===== config.mk =====
export PLATFORM = sky130hd
export DESIGN_NAME = neuron_core_sequencer
export DESIGN_NICKNAME = d
export VERILOG_FILES = /design/src/rtl/neuron_core_pkg.sv /design/src/rtl/neuron_core_sequencer.sv
export SDC_FILE = /design/constraint.sdc
export NUM_CORES = 1
export LEC_CHECK = 0
export CORE_UTILIZATION = 40
export CTS_CLUSTER_SIZE = 20
export DETAILED_ROUTE_END_ITERATION = 12
export PLACE_DENSITY = 0.77
export SETUP_SLACK_MARGIN = 0.5
export SLEW_MARGIN = 10
export SYNTH_ARGS = -nofsm -noshare
export SYNTH_HDL_FRONTEND = slang
export SYNTH_SLANG_ARGS = --single-unit

===== constraint.sdc =====
create_clock -name clk_i -period 2.75 [get_ports clk_i]
set_clock_uncertainty 0.2 [all_clocks]
set_input_delay 0.55 -clock clk_i [delete_from_list [all_inputs] [get_ports clk_i]]
set_output_delay 0.55 -clock clk_i [all_outputs]
set_load 0.01 [all_outputs]

===== src/rtl/neuron_core_pkg.sv =====
// Shared constants and types for the neuron core sequencer.
// Holds the default neuron count, potential width, index widths and FSM states.
// No logic here; imported by the sequencer and its bench.
package neuron_core_pkg;

    localparam int NUM_NEURONS = 256;  // neurons swept per packet (power of two, <= 256)
    localparam int PW          = 8;    // signed membrane potential width
    localparam int IDX_W       = 8;    // axon and neuron index width
    localparam int CNT_W       = 9;    // spike counter width (0..256)

    typedef enum logic [2:0] {
        ST_IDLE,
        ST_READ,
        ST_EXEC,
        ST_WRITE,
        ST_EMIT,
        ST_DONE
    } state_t;

endpackage


===== src/rtl/neuron_core_sequencer.sv =====
// Sequences one spike packet over every neuron: read SRAM, run the datapath, write back, emit spikes.
// Latency: 3*NUM_NEURONS + EMIT cycles + 1 from packet acceptance to the done_o pulse.
// Backpressure: pkt_ready_o only in IDLE; spike events stall in EMIT until spk_ready_i.
//
// Ports: clk_i/rst_ni (async active-low); pkt_* packet handshake with axon/first/last;
// mem_* neuron SRAM strobes, address, axon, write data and read-back (one cycle read latency);
// nb_* combinational neuron datapath; spk_* spike event handshake; busy_o, done_o, spike_cnt_o status.
module neuron_core_sequencer #(
    parameter int NUM_NEURONS = neuron_core_pkg::NUM_NEURONS,
    parameter int PW          = neuron_core_pkg::PW
) (
    input  logic                                 clk_i,
    input  logic                                 rst_ni,
    input  logic                                 pkt_valid_i,
    output logic                                 pkt_ready_o,
    input  logic [neuron_core_pkg::IDX_W-1:0]    pkt_axon_i,
    input  logic                                 pkt_first_i,
    input  logic                                 pkt_last_i,
    output logic                                 mem_rd_o,
    output logic                                 mem_wr_o,
    output logic [neuron_core_pkg::IDX_W-1:0]    mem_addr_o,
    output logic [neuron_core_pkg::IDX_W-1:0]    mem_axon_o,
    output logic signed [PW-1:0]                 mem_wdata_o,
    input  logic                                 mem_conn_i,
    input  logic signed [PW-1:0]                 mem_pot_i,
    output logic                                 nb_en_o,
    output logic                                 nb_conn_o,
    output logic                                 nb_last_o,
    output logic signed [PW-1:0]                 nb_pot_o,
    input  logic signed [PW-1:0]                 nb_pot_i,
    input  logic                                 nb_spike_i,
    output logic                                 spk_valid_o,
    input  logic                                 spk_ready_i,
    output logic [neuron_core_pkg::IDX_W-1:0]    spk_id_o,
    output logic                                 busy_o,
    output logic                                 done_o,
    output logic [neuron_core_pkg::CNT_W-1:0]    spike_cnt_o
);

    import neuron_core_pkg::*;

    state_t                 state_q, state_d;
    logic [IDX_W-1:0]       n_q;
    logic [IDX_W-1:0]       axon_q;
    logic                   first_q, last_q, conn_q, spike_q;
    logic signed [PW-1:0]   pot_q;
    logic [CNT_W-1:0]       spike_cnt_q;
    logic                   live_q;     // low during reset and until the first edge after release
    logic                   accept, advance, n_last;

    assign n_last = (n_q == IDX_W'(NUM_NEURONS - 1));

    always_ff @(posedge clk_i or negedge rst_ni) begin
        if (!rst_ni) state_q <= ST_IDLE;
        else         state_q <= state_d;
    end

    always_comb begin
        state_d     = state_q;
        pkt_ready_o = 1'b0;
        mem_rd_o    = 1'b0;
        mem_wr_o    = 1'b0;
        nb_en_o     = 1'b0;
        spk_valid_o = 1'b0;
        done_o      = 1'b0;
        accept      = 1'b0;
        advance     = 1'b0;
        case (state_q)
            ST_IDLE: begin
                pkt_ready_o = live_q;
                if (pkt_valid_i && live_q) begin
                    accept  = 1'b1;
                    state_d = ST_READ;
                end
            end
            ST_READ: begin
                mem_rd_o = 1'b1;
                state_d  = ST_EXEC;
            end
            ST_EXEC: begin
                nb_en_o = 1'b1;
                state_d = ST_WRITE;
            end
            ST_WRITE: begin
                // Untouched neurons of a middle packet keep their stored value: skip the write.
                mem_wr_o = conn_q | first_q | last_q;
                if (last_q && spike_q) state_d = ST_EMIT;
                else                   advance = 1'b1;
            end
            ST_EMIT: begin
                spk_valid_o = 1'b1;
                advance     = spk_ready_i;
            end
            ST_DONE: begin
                done_o  = 1'b1;
                state_d = ST_IDLE;
            end
            default: state_d = ST_IDLE;
        endcase
        if (advance) state_d = n_last ? ST_DONE : ST_READ;
    end

    always_ff @(posedge clk_i or negedge rst_ni) begin
        if (!rst_ni) begin
            live_q      <= 1'b0;
            n_q         <= '0;
            axon_q      <= '0;
            first_q     <= 1'b0;
            last_q      <= 1'b0;
            conn_q      <= 1'b0;
            spike_q     <= 1'b0;
            pot_q       <= '0;
            spike_cnt_q <= '0;
        end else begin
            live_q <= 1'b1;
            if (accept) begin
                axon_q  <= pkt_axon_i;
                first_q <= pkt_first_i;
                last_q  <= pkt_last_i;
                n_q     <= '0;
                if (pkt_last_i) spike_cnt_q <= '0;
            end
            if (nb_en_o) begin
                pot_q   <= nb_pot_i;
                spike_q <= nb_spike_i;
                conn_q  <= mem_conn_i;
            end
            // The final neuron goes to DONE without incrementing, so n never wraps.
            if (advance && !n_last) n_q <= n_q + 1'b1;
            if (spk_valid_o && spk_ready_i) spike_cnt_q <= spike_cnt_q + 1'b1;
        end
    end

    assign mem_addr_o  = n_q;
    assign mem_axon_o  = axon_q;
    assign mem_wdata_o = pot_q;
    assign nb_conn_o   = mem_conn_i;
    assign nb_last_o   = last_q;
    // A first packet restarts every neuron from rest regardless of what the SRAM holds.
    assign nb_pot_o    = first_q ? '0 : mem_pot_i;
    assign spk_id_o    = n_q;
    assign busy_o      = (state_q != ST_IDLE);
    assign spike_cnt_o = spike_cnt_q;

endmodule

==> impl_metrics.env <==
export IMPL_clk_latency_ns=0.29
export IMPL_placementRows=25
export IMPL_rsz0062_at_grt="yes"
export IMPL_cts_tree="yes"
export IMPL_avgSynthCellArea_um2=11.2
export IMPL_root_buffer="clkbuf_8"
export IMPL_critical_path_max_stage_delay_ns=0.43
export IMPL_synth_area_um2=2060
export IMPL_synth_nets=219
export IMPL_synthFlopType="dfrtp_1"
export IMPL_synth_seq_cells=41
export IMPL_crit_fanout=5
export IMPL_yosysUniqueCellTypes=40
export IMPL_grt_max_degree=42
export IMPL_place_worst_setup_slack_ns=0.303
export IMPL_netlist_area_leader_share_pct=49.7
export IMPL_fmax_ghz=0.452
export IMPL_clkSlewWorstSetupHoldPaths_ns=0.08
export IMPL_p_leak_nw=1.36
export IMPL_vias=1775
export IMPL_final_max_slew_violation_count=0
export IMPL_grt_pass1_vias=1757
export IMPL_startpoint_type="flop"
export IMPL_hold_buffers=0
export IMPL_drcViolationCount=0
export IMPL_critical_path_class="flop to output port"
export IMPL_synth_warnings=0
export IMPL_hold_viol=0
export IMPL_cts_sinks=41
export IMPL_ys_seq_area_share_pct=49.7
export IMPL_wl_per_cell_um=14.3
export IMPL_outcome="finished, final reports clean"
export IMPL_htreeDepth=2
export IMPL_vias_per_cell=5.13
export IMPL_cp_top_family="buffers and inverters"
export IMPL_die_y_um=73.8
export IMPL_antenna_found_initial=0
export IMPL_p_per_area_nw_per_um2=388
export IMPL_cap_viol_max_count=0
export IMPL_cp_end_kind="output port"
export IMPL_setup_violations=0
export IMPL_start_util_pct=42.6
export IMPL_synthCells=185
export IMPL_crit_chain="buf_6 -> nor3_4 -> buf_6 -> inv_1 -> clkdlybuf4s15_1"
export IMPL_grt_total_usage_pct=20.3
export IMPL_dr_pass1_iters=4
export IMPL_drtIter0Drc=144
export IMPL_syn2layout_area_growth_pct=51.7
export IMPL_arrival_ns=1.46
export IMPL_cp_buffers_inverters=4
export IMPL_async_reset_ff_share_pct=100
export IMPL_synth_edff_count=0
export IMPL_gp_congestion=0.768
export IMPL_ir_drop_mv=0.270
export IMPL_cp_slowest_cell="dfrtp_2"
export IMPL_cp_required_ns=2.00
export IMPL_place_detailed_hpwl_um=3440
export IMPL_cts_buffers=5
export IMPL_io_pins=90
export IMPL_min_period_ns=2.21
export IMPL_coreArea_um2=4850
export IMPL_antenna_left=0
export IMPL_cpMostUsedCell="buf_6"
export IMPL_synth_area_leaders="dfrtp_1, mux2_2, buf_4, o21ai_0, nand2_1"
export IMPL_fin_crit_sh_pct=80.5
export IMPL_synth_top_area_cell="dfrtp_1"
export IMPL_insertedDiodeCount=0
export IMPL_layout_nets=312
export IMPL_portBuffers=89
export IMPL_die_area_um2=5450
export IMPL_cts_max_path_buffers=2
export IMPL_tns_ns=0
export IMPL_overflow=0
export IMPL_drive_gt1_share_pct=19.0
export IMPL_hold_class="input port to asynchronous set/reset pin"
export IMPL_worst_slew_pin_slew_ns=0.898
export IMPL_grt_pass1_wl_um=8260
export IMPL_post_route_worst_setup_slack_ns=0.537
export IMPL_die_w_um=73.8
export IMPL_wl_um=4950
export IMPL_maxSlewHeadroom_pct=40.1
[logic make-up after synthesis]
logic type / after synthesis / share of synthesized area, %
fa+ha+maj: 2 / 1.21
compound gates: 33 / 10.7
simple gates: 65 / 19.5
flops: 41 / 49.7
mux: 20 / 10.9
other cells: 1 / 0.182
xor+xnor: 3 / 1.27
buf+inv: 20 / 6.61
[final cells by class]
type                    count  area (um2)
flip-flops and latches     41        1030
fillers                   393        1720
repair buffers            103         976
well taps                  67        83.8
inverters                   3        11.3
clock inverters             1        30.0
clock buffers               7        86.3
multi-input cells         124         912
[placed cells by master (no fill, tap or decap), types with 2 or more instances in the layout]
master	instances
clkbuf_8	6
clkdlybuf4s50_1	72
o21ai_0	13
nor3_4	2
buf_6	2
o211ai_1	8
dfrtp_2	3
nand2_1	16
nor3b_1	2
ha_1	2
and3_1	4
nor2b_1	8
buf_4	12
dlygate4sd2_1	14
nor2_1	9
dfrtp_1	38
and2_1	2
a31oi_1	2
mux2_2	19
or3_1	2
o31ai_1	5
nand4_1	3
nand2b_1	2
nand3_1	5
xor2_1	2
inv_1	3
[state kept, by name (all words and copies together), names as in the netlist]
register,flops
spike_cnt_o,9
nb_last_o,1
live_q,1
spike_q,1
first_q,1
conn_q,1
mem_wdata_o,8
mem_addr_o,8
mem_axon_o,8
state_q,3
[power breakdown]
| group | leakage, nW | internal [mW] | switching [mW] | total (mW) |
|---|---|---|---|---|
| logic | 0.790 | 0.0634 | 0.0335 | 0.0968 |
| clock network | 0.0585 | 0.296 | 0.208 | 0.504 |
| registers | 0.508 | 0.610 | 0.00386 | 0.614 |
| total | 1.36 | 0.970 | 0.246 | 1.22 |
[metrics by stage]
stage | cell area [um2] | util [%] | std cells | hold slack [ns] | power (mW)
3_3_place_gp | 2940 | 60.6 | 328 | 0.283 | 0.729
6_report | 3130 | 64.5 | 346 | 0.183 | 1.22
2_1_floorplan | 2060 | - | 185 | 0.0544 | 0.647
5_1_grt | 3130 | 64.5 | 346 | 0.271 | 1.26
3_5_place_dp | 2940 | 60.6 | 328 | 0.284 | 0.730
4_1_cts | 3100 | 64.0 | 343 | 0.231 | 1.23
[cells in the mapped netlist (4+ instances only)]
master and n:
dfrtp_1 41, mux2_2 19, nand2_1 16, o21ai_0 13, buf_4 11, nor2_1 9, nor2b_1 8, o211ai_1 8
nand3_1 5, o31ai_1 5, and3_1 4, buf_2 4
[routing by layer]
layer	GRT usage, %	vias up	wire (um)
met4	7.05	0	50
met2	32.7	76	2410
li1	-	837	-
met3	6.04	4	375
met5	0	-	0
met1	25.8	858	2120
[worst reg2reg max path, delay by kind of cell, from the launching register on]
family / cells / cell delay [ns]
simple gates: 2 / 0.63
buf+inv: 1 / 0.18
compound gates: 2 / 0.50
flops: 1 / 0.49
[worst paths after layout]
kind                       slack, ns        endpoint  cells after the start           start
min in group clk_i              0.30  spike_cnt_o[8]                      1  spike_cnt_o[8]
max reg2reg                     0.64   mem_addr_o[2]                      5      state_q[0]
min reg2reg                     0.30  spike_cnt_o[8]                      1  spike_cnt_o[8]
min                             0.18  mem_wdata_o[6]                      1          rst_ni
max                             0.54          busy_o                      5      state_q[1]
max in group asynchronous       1.55      state_q[1]                      1          rst_ni
[repair_timing]
| item | 4_1_cts | 5_1_grt |
|---|---|---|
| endpoints found under the setup margin | 16 | 12 |
| resized for setup | 21 | 5 |
| setup buffers | 7 | 3 |
| gates cloned | 0 | 0 |
| pin swaps | 1 | 2 |
| hold endpoints to repair | 0 | 0 |
Note: power is estimated with default switching activity, not from simulation.
